$ cat config.mk
export PLATFORM = sky130hd
export DESIGN_NAME = vga_timing
export DESIGN_NICKNAME = d
export VERILOG_FILES = /design/src/rtl/vga_timing_pkg.sv /design/src/rtl/vga_timing_mod_counter.sv /design/src/rtl/vga_timing.sv
export SDC_FILE = /design/constraint.sdc
export NUM_CORES = 1
export LEC_CHECK = 0
export CORE_AREA = 4 4 68 70
export CTS_BUF_LIST = sky130_fd_sc_hd__clkbuf_8
export CTS_CLUSTER_DIAMETER = 200
export DETAILED_ROUTE_END_ITERATION = 10
export DIE_AREA = 0 0 72 74
export HOLD_SLACK_MARGIN = 0.03
export PLACE_DENSITY = 0.79
export RECOVER_POWER = 25
export SETUP_SLACK_MARGIN = 0.02
export SLEW_MARGIN = 20
export SYNTH_ARGS = -nofsm -noshare
export SYNTH_HDL_FRONTEND = slang
export SYNTH_SLANG_ARGS = --single-unit
export TNS_END_PERCENT = 100
$ cat constraint.sdc
create_clock -name i_clk -period 2.7 [get_ports i_clk]
set_input_delay 0.54 -clock i_clk [delete_from_list [all_inputs] [get_ports i_clk]]
set_output_delay 0.54 -clock i_clk [all_outputs]
set_load 0.01 [all_outputs]
$ cat src/rtl/vga_timing_pkg.sv
// Default 640x480@60 raster constants and helpers shared by vga_timing and draw_lines.
// draw_lines takes its P_SCREEN_W/P_SCREEN_H defaults from H_ACTIVE/V_ACTIVE.
package vga_timing_pkg;

    localparam int H_ACTIVE = 640;
    localparam int H_FP     = 16;
    localparam int H_SYNC   = 96;
    localparam int H_BP     = 48;

    localparam int V_ACTIVE = 480;
    localparam int V_FP     = 10;
    localparam int V_SYNC   = 2;
    localparam int V_BP     = 33;

    localparam logic [11:0] FG_COLOUR = 12'hFFF;
    localparam logic [11:0] BG_COLOUR = 12'h000;

    function automatic int line_total(input int active, input int fp, input int sync, input int bp);
        return active + fp + sync + bp;
    endfunction

    // Width able to hold 0..n-1, never narrower than one bit.
    function automatic int count_width(input int n);
        return (n <= 1) ? 1 : $clog2(n);
    endfunction

endpackage

$ cat src/rtl/vga_timing_mod_counter.sv
// Modulo-N counter with synchronous clear and a wrap strobe on the enabled terminal count.
module mod_counter #(
    parameter int P_W   = 4,
    parameter int P_MOD = 10
) (
    input  logic           i_clk,
    input  logic           i_reset,
    input  logic           i_clr,
    input  logic           i_en,
    output logic [P_W-1:0] o_count,
    output logic           o_wrap
);

    localparam logic [P_W-1:0] LAST = P_W'(P_MOD - 1);

    logic [P_W-1:0] count_q;
    logic [P_W-1:0] count_d;

    always_comb begin
        count_d = count_q;
        o_wrap  = i_en && !i_clr && (count_q == LAST);
        if (i_clr) begin
            count_d = '0;
        end else if (i_en) begin
            count_d = (count_q == LAST) ? '0 : count_q + 1'b1;
        end
    end

    always_ff @(posedge i_clk or posedge i_reset) begin
        if (i_reset) begin
            count_q <= '0;
        end else begin
            count_q <= count_d;
        end
    end

    assign o_count = count_q;

endmodule

$ cat src/rtl/vga_timing.sv
// VGA raster generator: undelayed counters address the screen buffer, while sync/blank
// are delayed to line up with the returned pixel so all pin outputs share one latency.
module vga_timing
    import vga_timing_pkg::*;
#(
    parameter int P_X_COORD_W = 11,
    parameter int P_Y_COORD_W = 11,
    parameter int P_H_ACTIVE  = H_ACTIVE,
    parameter int P_H_FP      = H_FP,
    parameter int P_H_SYNC    = H_SYNC,
    parameter int P_H_BP      = H_BP,
    parameter int P_V_ACTIVE  = V_ACTIVE,
    parameter int P_V_FP      = V_FP,
    parameter int P_V_SYNC    = V_SYNC,
    parameter int P_V_BP      = V_BP,
    parameter int P_CLK_DIV   = 2,
    parameter int P_RD_LAT    = 1,
    parameter int P_RGB_W     = 12,
    parameter logic [P_RGB_W-1:0] P_FG_COLOUR = FG_COLOUR,
    parameter logic [P_RGB_W-1:0] P_BG_COLOUR = BG_COLOUR
) (
    input  logic                   i_clk,
    input  logic                   i_reset,
    input  logic                   i_enable,
    input  logic                   i_pixel_on,
    output logic [P_X_COORD_W-1:0] o_hcounter,
    output logic [P_Y_COORD_W-1:0] o_vcounter,
    output logic                   o_hsync,
    output logic                   o_vsync,
    output logic                   o_blank,
    output logic [P_RGB_W-1:0]     o_rgb,
    output logic                   o_vblank,
    output logic                   o_frame_start
);

    localparam int H_TOT = line_total(P_H_ACTIVE, P_H_FP, P_H_SYNC, P_H_BP);
    localparam int V_TOT = line_total(P_V_ACTIVE, P_V_FP, P_V_SYNC, P_V_BP);
    localparam int PRE_W = count_width(P_CLK_DIV);

    localparam logic [P_X_COORD_W-1:0] H_ACT    = P_X_COORD_W'(P_H_ACTIVE);
    localparam logic [P_X_COORD_W-1:0] HS_START = P_X_COORD_W'(P_H_ACTIVE + P_H_FP);
    localparam logic [P_X_COORD_W-1:0] HS_END   = P_X_COORD_W'(P_H_ACTIVE + P_H_FP + P_H_SYNC);
    localparam logic [P_Y_COORD_W-1:0] V_ACT    = P_Y_COORD_W'(P_V_ACTIVE);
    localparam logic [P_Y_COORD_W-1:0] VS_START = P_Y_COORD_W'(P_V_ACTIVE + P_V_FP);
    localparam logic [P_Y_COORD_W-1:0] VS_END   = P_Y_COORD_W'(P_V_ACTIVE + P_V_FP + P_V_SYNC);

    // Pin bundle order is {hsync, vsync, blank}; idle means syncs released and blanked.
    localparam logic [2:0] PINS_IDLE = 3'b111;

    logic [PRE_W-1:0]       pre_unused;
    logic                   tick;
    logic                   h_wrap;
    logic                   v_wrap;
    logic [P_X_COORD_W-1:0] h_count;
    logic [P_Y_COORD_W-1:0] v_count;

    mod_counter #(.P_W(PRE_W), .P_MOD(P_CLK_DIV)) u_prescaler (
        .i_clk   (i_clk),
        .i_reset (i_reset),
        .i_clr   (!i_enable),
        .i_en    (i_enable),
        .o_count (pre_unused),
        .o_wrap  (tick)
    );

    mod_counter #(.P_W(P_X_COORD_W), .P_MOD(H_TOT)) u_hcounter (
        .i_clk   (i_clk),
        .i_reset (i_reset),
        .i_clr   (!i_enable),
        .i_en    (tick),
        .o_count (h_count),
        .o_wrap  (h_wrap)
    );

    mod_counter #(.P_W(P_Y_COORD_W), .P_MOD(V_TOT)) u_vcounter (
        .i_clk   (i_clk),
        .i_reset (i_reset),
        .i_clr   (!i_enable),
        .i_en    (h_wrap),
        .o_count (v_count),
        .o_wrap  (v_wrap)
    );

    logic [2:0] pins_raw;
    logic [2:0] pins_aligned;

    always_comb begin
        pins_raw[2] = !((h_count >= HS_START) && (h_count < HS_END));
        pins_raw[1] = !((v_count >= VS_START) && (v_count < VS_END));
        pins_raw[0] = (h_count >= H_ACT) || (v_count >= V_ACT);
    end

    // Delay raw timing by the buffer read latency so it meets i_pixel_on in the same cycle.
    generate
        if (P_RD_LAT > 0) begin : g_dly
            logic [3*P_RD_LAT-1:0] dly_q;
            logic [3*P_RD_LAT-1:0] dly_d;

            always_comb begin
                dly_d = {P_RD_LAT{PINS_IDLE}};
                if (i_enable) begin
                    dly_d      = dly_q << 3;
                    dly_d[2:0] = pins_raw;
                end
            end

            always_ff @(posedge i_clk or posedge i_reset) begin
                if (i_reset) begin
                    dly_q <= {P_RD_LAT{PINS_IDLE}};
                end else begin
                    dly_q <= dly_d;
                end
            end

            assign pins_aligned = dly_q[3*P_RD_LAT-1 -: 3];
        end else begin : g_nodly
            assign pins_aligned = pins_raw;
        end
    endgenerate

    logic [2:0]         pins_q;
    logic [2:0]         pins_d;
    logic [P_RGB_W-1:0] rgb_q;
    logic [P_RGB_W-1:0] rgb_d;
    logic               frame_start_q;
    logic               frame_start_d;

    always_comb begin
        pins_d        = PINS_IDLE;
        rgb_d         = '0;
        frame_start_d = v_wrap && i_enable;
        if (i_enable) begin
            pins_d = pins_aligned;
            if (!pins_aligned[0]) begin
                rgb_d = i_pixel_on ? P_FG_COLOUR : P_BG_COLOUR;
            end
        end
    end

    always_ff @(posedge i_clk or posedge i_reset) begin
        if (i_reset) begin
            pins_q        <= PINS_IDLE;
            rgb_q         <= '0;
            frame_start_q <= 1'b0;
        end else begin
            pins_q        <= pins_d;
            rgb_q         <= rgb_d;
            frame_start_q <= frame_start_d;
        end
    end

    assign o_hcounter    = h_count;
    assign o_vcounter    = v_count;
    assign o_hsync       = pins_q[2];
    assign o_vsync       = pins_q[1];
    assign o_blank       = pins_q[0];
    assign o_rgb         = rgb_q;
    assign o_vblank      = (v_count >= V_ACT);
    assign o_frame_start = frame_start_q;

endmodule
==> impl_results.md, run 1 <==
- Yosys Warn Count: 0
- Detailed Place HPWL: 3.03 mm
- Total Routed Length: 4.23 mm
- Count of max-cap constraint violations: 1
- Violated checks: max-capacitance violations, max-slew violations
- Post-Syn Nets: 194
- Drt wl/cell: 15.3 um
- Area grow syn2layout: 29.3%
- Crit path max-delay cell type: sky130_fd_sc_hd__clkdlybuf4s50_1
- Rel. slew slack: -0.0841
- Combinational Power Share: 0.078
- Syn_area_per_cell: 9.52 um2
- Overall power after layout: 0.950 mW
- Total DRC errors in the routed layout: 0
- Global-route wire length before repair: 7.36 mm
- Hold bufs inserted after CTS: 0
- WP buf/inv: 1
- Chip Width: 72 um
- Number of antenna violations at the first check in global routing: 0
- Worst hold-check slack: 0.485 ns
- Maximum buffer depth of the clock tree: 2
- P_leak: 0.912 nW
- Number of instances in the synthesized netlist: 185
- Starting utilization of the core area: 0.444
- Clock share of power: 0.413
- FF+latch count, synth: 31
- GP Congestion: 0.895
- End of the worst register-to-register path: u_hcounter.o_count[9]
- Unique cell type count in the Yosys netlist: 47
- Source-to-sink clock delay at the later pin of the worst-skew pair: 0.28 ns
- Cell Area, Synth: 0.00176 mm2
- Count of flip-flops with a built-in enable after synthesis: 0
- Most common flop cell mapped by yosys: sky130_fd_sc_hd__dfrtp_1
- Register area share after synthesis: 0.445
- Endpoint required time on the critical path: 2.16 ns
- Highest cell delay on the worst timing path: 0.54 ns
- Unrepaired setup endpoints after global routing: false
- Number of failing hold endpoints at the final stage: 0
- Number of iterations in the first detailed-routing pass: 4
- Clock root buffer: sky130_fd_sc_hd__clkbuf_8
- Cell internal pwr: 0.736 mW
- Post-synthesis adder-cell area fraction: 0.0355
- Antenna diodes: 0
- Multiplexer area fraction after synthesis: 0.00639
- Power spent charging and discharging nets: 0.214 mW
- Number of CTS-inserted buffers: 5
- Worst-Margin Slew: 1.63 ns
- Largest family of logic cells by synthesized area: simple AND/OR/NAND/NOR gates
- Final Slew Violations: 32
- Final critical delay including setup and external delays: 2.22 ns
- Worst Reg2Reg Path Length in Cells: 4
- R2R Path Start: u_hcounter.o_count[7]
- Switching part of the total power: 0.225
- Synth area leaders: sky130_fd_sc_hd__dfrtp_1 36%, sky130_fd_sc_hd__dfstp_2 8.9%, sky130_fd_sc_hd__buf_4 4.7%
- Classification of the worst setup path: flop to output port
- Depth of the critical timing path with buffers and inverters included: 3
- Clock slew at reported path FFs: 0.06 ns
- Yosys top cell by area: sky130_fd_sc_hd__dfrtp_1
- Share of cells above drive strength 1: 0.124
- Cell-by-cell trace of the critical path: nand4_1 > nand2_1 > clkdlybuf4s50_1
- Maximum number of pins on one net before global-route repair: 32
- Power density of the placed cells: 417 mW/mm2
- Number of failing setup endpoints in the final timing report: 0
- Maximum frequency from static timing analysis: 451 MHz
- Outcome: finished with violations
- Post-route setup TNS: 0 ns
- Classification of the worst-slack hold path: flop to flop
- Antenna viol nets, final: 0
- Number of sinks on the clock net: 31
- Area fraction in compound gates after synthesis: 0.166
- Post-route clock period utilization: 0.821
- Height of the die: 74 um
- Total vias in the final route: 1,589
- GRT Overall Usage: 0.176
- R2R Setup Slk: 0.49 ns
- Post-CTS setup repair buffer count: 0
- Total congestion overflow after global routing: 0
- Top-Level Pins: 43
- DIE AREA: 0.00533 mm2
- Peak supply drop: 219 uV
- Cell count after placement: 268
- Initial detailed-routing violation count: 75
- Skew final: 0.00372 ns
- Min-delay src: g_dly.dly_q[1]
- Final design utilization: 0.573
- Input/output buffers: 42
- Data arrival time of the critical path: 1.68 ns
- Drt via density: 5.76
- Highest net fanout along the worst path: 8
- Element type at the critical path end: output port
- Critical Path Source Type: flop
- Core area: 0.00397 mm2
- End of the critical path: o_vblank
- Vias in the first global route: 1,543
- Cell Rows: 23
- Cts repair resizes: 0
- Nets: 234
- Total number of H-tree levels: 2
- Fraction of registers with async set/reset: 1.00
- CTS tree: done
- Synth top area share: 0.355
- Origin of the worst setup path: u_vcounter.o_count[5]
- Fraction of synthesized cell area in xor and xnor cells: 0.0199
- Post-Synth Simple-Gate Area: 0.229
- Fraction of power consumed by sequential logic: 0.509
- Gate family responsible for the most delay along the worst path: buffers and inverters
- Non-Filler Instances: 276
-- per-stage QoR --
| step | cell area, um2 | setup WS [ns] |
|---|---|---|
| 3_3_place_gp | 2180 | 0.470 |
| 5_1_grt | 2280 | 0.260 |
| 2_1_floorplan | 1760 | 0.530 |
| 4_1_cts | 2280 | 0.461 |
| 6_report | 2280 | 0.483 |
| 3_5_place_dp | 2180 | 0.441 |
-- flip-flops by register name, indices dropped and copies added, names as in the netlist --
name                 cells
u_prescaler.o_count      1
u_hcounter.o_count      11
pins_q                   3
o_frame_start            1
u_vcounter.o_count      11
o_rgb                    1
g_dly.dly_q              3
-- how the worst min path moves through the flow --
stage                end  slack (ns)  cells past startpoint
2_1_floorplan  pins_q[1]        0.47                      1
3_3_place_gp   pins_q[2]        0.47                      1
3_5_place_dp   pins_q[2]        0.48                      1
4_1_cts        pins_q[1]        0.49                      1
5_1_grt        pins_q[1]        0.50                      1
6_report       pins_q[1]        0.49                      1
-- cells in the mapped netlist (4+ instances only) --
cell,number
sky130_fd_sc_hd__dfrtp_1,25
sky130_fd_sc_hd__nand2_1,17
sky130_fd_sc_hd__inv_1,13
sky130_fd_sc_hd__buf_4,11
sky130_fd_sc_hd__o21ai_0,11
sky130_fd_sc_hd__nand4_1,9
sky130_fd_sc_hd__nor2_1,9
sky130_fd_sc_hd__dfstp_2,6
sky130_fd_sc_hd__nand3_1,6
sky130_fd_sc_hd__ha_1,5
sky130_fd_sc_hd__nor4_1,5
sky130_fd_sc_hd__o31ai_1,5
sky130_fd_sc_hd__a21oi_1,4
sky130_fd_sc_hd__a22o_1,4
sky130_fd_sc_hd__or3_1,4
-- worst register-to-register path, stage by stage (launching register included) --
cell and delay, ns:
sky130_fd_sc_hd__dfrtp_1 0.49, sky130_fd_sc_hd__or4_4 0.53, sky130_fd_sc_hd__o311ai_0 0.66, sky130_fd_sc_hd__o21ai_0 0.20, sky130_fd_sc_hd__a22o_1 0.21
-- kinds of logic (layout without fill, tap and decap cells) --
logic type                 after synthesis  in the layout
muxes                                    1              1
DFF                                     31             31
xor gates and xnor gates                 4              4
adders and majority gates                5              5
buffers and inverters                   30             71
AOI/OAI and AO/OA                       42             42
and+or+nand+nor                         72             72
-- per-layer routing --
metal / part of all wire / track usage / vias to the layer above / wire (um)
li1: - / - / 751 / -
met1: 0.42 / 0.221 / 763 / 1800
met2: 0.48 / 0.289 / 69 / 2030
met3: 0.078 / 0.0432 / 6 / 329
met4: 0.017 / 0.0793 / 0 / 70
met5: 0 / 0 / - / 0
-- power by group through the flow --
stage / Sequential [mW] / Clock, mW / Combinational [mW]
after floorplan: 0.491 / 0 / 0.0407
after global placement: 0.491 / 0 / 0.0739
after detailed placement: 0.492 / 0 / 0.0753
after CTS: 0.484 / 0.403 / 0.0758
after global routing: 0.485 / 0.427 / 0.0815
final: 0.484 / 0.393 / 0.0740
-- area by class of cell --
class	count	area [um2]
sequential	31	783
tap	50	62.6
inverter	13	48.8
multi-input combinational	124	806
clock buffer	7	96.3
timing repair buffer	50	477
clock inverter	1	3.75
fill	360	1690
-- layout by cell type (no fill, tap or decap), types with 2 or more instances in the layout --
| cell | n |
|---|---|
| sky130_fd_sc_hd__clkdlybuf4s50_1 | 42 |
| sky130_fd_sc_hd__dfrtp_1 | 25 |
| sky130_fd_sc_hd__nand2_1 | 17 |
| sky130_fd_sc_hd__inv_1 | 14 |
| sky130_fd_sc_hd__o21ai_0 | 11 |
| sky130_fd_sc_hd__nand4_1 | 9 |
| sky130_fd_sc_hd__nor2_1 | 9 |
| sky130_fd_sc_hd__clkbuf_8 | 7 |
| sky130_fd_sc_hd__buf_4 | 7 |
| sky130_fd_sc_hd__nand3_1 | 6 |
| sky130_fd_sc_hd__dfstp_2 | 6 |
| sky130_fd_sc_hd__nor4_1 | 5 |
| sky130_fd_sc_hd__o31ai_1 | 5 |
| sky130_fd_sc_hd__ha_1 | 5 |
| sky130_fd_sc_hd__or3_1 | 4 |
| sky130_fd_sc_hd__a21oi_1 | 4 |
| sky130_fd_sc_hd__a22o_1 | 4 |
| sky130_fd_sc_hd__nor3_1 | 3 |
| sky130_fd_sc_hd__or4_1 | 3 |
| sky130_fd_sc_hd__a21o_1 | 3 |
| sky130_fd_sc_hd__nand2b_1 | 3 |
| sky130_fd_sc_hd__and4_1 | 2 |
| sky130_fd_sc_hd__and2_1 | 2 |
| sky130_fd_sc_hd__or4_4 | 2 |
| sky130_fd_sc_hd__or3_2 | 2 |
| sky130_fd_sc_hd__xnor2_1 | 2 |
| sky130_fd_sc_hd__a31oi_1 | 2 |
| sky130_fd_sc_hd__a211oi_1 | 2 |
| sky130_fd_sc_hd__xor2_1 | 2 |
No activity file was read; power rests on OpenSTA's default activity.
==> run 2, diff against run 1 <==
clock period = 2.3 ns   (was 2.7 ns; I/O delays follow)
==> impl_results.md, run 2 (same netlist as run 1, synthesis figures left out) <==
- Finished Cell Area: 0.00233 mm2 (was 0.00228 mm2)
- Post-CTS setup repair buffer count: 0 (unchanged)
- Total Routed Length: 4.14 mm (was 4.23 mm)
- Worst slack at placement: 0.161 ns (was 0.441 ns)
- Hold-critical path endpoint: pins_q[2] (was pins_q[1])
- Final critical delay including setup and external delays: 2.13 ns
- Switching part of the total power: 0.211 (was 0.225)
- Data arrival time of the critical path: 1.67 ns (was 1.68 ns)
- Number of CTS-inserted buffers: 5 (unchanged)
- Area grow syn2layout: 32.5% (was 29.3%)
- Height of the die: 74 um (unchanged)
- Clock share of power: 0.455 (was 0.413)
- Total DRC errors in the routed layout: 0 (unchanged)
- Clock slew at reported path FFs: 0.07 ns (was 0.06 ns)
- Cell-by-cell trace of the critical path: nand4_1 > nand2_1 > clkdlybuf4s50_1 (unchanged)
- Power density of the placed cells: 516 mW/mm2 (was 417 mW/mm2)
- CTS tree: done (unchanged)
- Power spent charging and discharging nets: 0.255 mW (was 0.214 mW)
- Post-route clock period utilization: 0.926
- Final Slew Violations: 0 (was 32)
- Nets: 239 (was 234)
- Source-to-sink clock delay at the later pin of the worst-skew pair: 0.28 ns (about the same)
- Total number of H-tree levels: 2 (unchanged)
- End of the worst register-to-register path: u_vcounter.o_count[0] (was u_hcounter.o_count[9])
- Peak supply drop: 493 uV (was 219 uV)
- Classification of the worst setup path: flop to output port (unchanged)
- Number of sinks on the clock net: 31 (unchanged)
- Cell count after placement: 273 (was 268)
- Fraction of power consumed by sequential logic: 0.469 (was 0.509)
- Core area: 0.00397 mm2 (unchanged)
- GRT Overall Usage: 0.164 (was 0.176)
- Post-route setup TNS: 0 ns (unchanged)
- Highest net fanout along the worst path: 8 (unchanged)
- Overall power after layout: 1.20 mW (was 0.950 mW)
- Number of antenna violations at the first check in global routing: 0 (unchanged)
- Unrepaired setup endpoints after global routing: false (unchanged)
- GP Congestion: 0.898 (was 0.895)
- Cell internal pwr: 0.949 mW (was 0.736 mW)
- Skew final: 0.00949 ns (was 0.00372 ns)
- Filler Cell Count: 341 (was 360)
- Min-delay src: g_dly.dly_q[2] (was g_dly.dly_q[1])
- Total congestion overflow after global routing: 0 (unchanged)
- Combinational Power Share: 0.076 (was 0.078)
- Number of failing setup endpoints in the final timing report: 0 (unchanged)
- Count of max-cap constraint violations: 0 (was 1)
- R2R Setup Slk: 0.18 ns (was 0.49 ns)
- Hold depth: 1 (unchanged)
- Worst Reg2Reg Path Length in Cells: 4 (unchanged)
- Rel. slew slack: 0.496 (was -0.0841)
- Commonest cells after routing, fill and taps aside: 41 x sky130_fd_sc_hd__clkdlybuf4s50_1, 25 x sky130_fd_sc_hd__dfrtp_1, 17 x sky130_fd_sc_hd__nand2_1 (was 42 x sky130_fd_sc_hd__clkdlybuf4s50_1, 25 x sky130_fd_sc_hd__dfrtp_1, 17 x sky130_fd_sc_hd__nand2_1)
- Starting utilization of the core area: 0.444 (unchanged)
- Input/output buffers: 42 (unchanged)
- Cts repair resizes: 0 (unchanged)
- Maximum buffer depth of the clock tree: 2 (unchanged)
- Antenna viol nets, final: 0 (unchanged)
- Drt via density: 5.69 (was 5.76)
- Maximum frequency from static timing analysis: 469 MHz
- Element type at the critical path end: output port (unchanged)
- Number of iterations in the first detailed-routing pass: 4 (unchanged)
- Critical Path Source Type: flop (unchanged)
- Endpoint required time on the critical path: 1.84 ns (was 2.16 ns)
- Outcome: finished clean (was finished with violations)
- Total vias in the final route: 1,599 (was 1,589)
- Global-route wire length before repair: 6.99 mm (was 7.36 mm)
- Worst-Margin Slew: 0.756 ns (was 1.63 ns)
- R2R Path Start: u_hcounter.o_count[5] (was u_hcounter.o_count[7])
- Final design utilization: 0.588 (was 0.573)
- Top-Level Pins: 43 (unchanged)
- Highest cell delay on the worst timing path: 0.54 ns (about the same)
- Maximum number of pins on one net before global-route repair: 32 (unchanged)
- Clock root buffer: sky130_fd_sc_hd__clkbuf_8 (unchanged)
- DIE AREA: 0.00533 mm2 (unchanged)
- Chip Width: 72 um (unchanged)
- Min setup slack post-route: 0.169 ns (was 0.483 ns)
- Classification of the worst-slack hold path: flop to flop (unchanged)
- Cell Rows: 23 (unchanged)
- Antenna diodes: 0 (unchanged)
- Crit path max-delay cell type: sky130_fd_sc_hd__clkdlybuf4s50_1 (unchanged)
- Drt wl/cell: 14.7 um (was 15.3 um)
- Vias in the first global route: 1,464 (was 1,543)
- Non-Filler Instances: 281 (was 276)
- Hold bufs inserted after CTS: 0 (unchanged)
- P_leak: 0.946 nW (was 0.912 nW)
- Worst hold-check slack: 0.482 ns (was 0.485 ns)
- Placement Cell Area: 0.00222 mm2 (was 0.00218 mm2)
- Detailed Place HPWL: 3.01 mm (was 3.03 mm)
- Commonest non-fill, non-tap cell in the layout: sky130_fd_sc_hd__clkdlybuf4s50_1 (unchanged)
- Number of failing hold endpoints at the final stage: 0 (unchanged)
- Share of cells above drive strength 1: 0.152 (was 0.124)
- Initial detailed-routing violation count: 118 (was 75)
## run 2: worst max-delay path by stage
stage / start / end / slack (ns) / cells after the start
6_report: u_vcounter.o_count[5] / o_vblank / 0.17 / 3
5_1_grt: u_vcounter.o_count[5] / o_vblank / 0.08 / 3
4_1_cts: u_vcounter.o_count[5] / o_vblank / 0.16 / 3
3_5_place_dp: i_enable / u_vcounter.o_count[8] / 0.16 / 5
3_3_place_gp: i_enable / g_dly.dly_q[1] / 0.21 / 4
2_1_floorplan: u_hcounter.o_count[6] / u_vcounter.o_count[8] / 0.13 / 6
## run 2: layout make-up
class                      instances  area, um2  share of cell area
clock inverter                     2       35.0              0.0150
tap                               50       62.6              0.0268
inverter                          13       48.8              0.0209
multi-input combinational        124        806               0.345
timing repair buffer              55        515               0.221
sequential                        31        783               0.336
clock buffer                       6       82.6              0.0354
## run 2: per-layer routing
layer,up-vias,GRT usage,share of wire
li1,758,-,-
met1,772,0.224,0.44
met2,65,0.259,0.47
met3,4,0.0378,0.076
met4,0,0.0564,0.012
met5,-,0,0
## run 2: critical path: cells and delay by family, from the launching register on
family,cells,cell delay (ns)
AND/OR/NAND/NOR,2,0.36
flip-flops,1,0.49
buffers and inverters,1,0.54
## run 2: power groups by stage
| stage | sequential (mW) | combinational, mW | clock, mW |
|---|---|---|---|
| floorplan | 0.577 | 0.0477 | 0 |
| global placement | 0.574 | 0.0926 | 0 |
| detailed placement | 0.574 | 0.0937 | 0 |
| CTS | 0.565 | 0.0941 | 0.553 |
| global route | 0.567 | 0.102 | 0.580 |
| finish | 0.565 | 0.0921 | 0.547 |
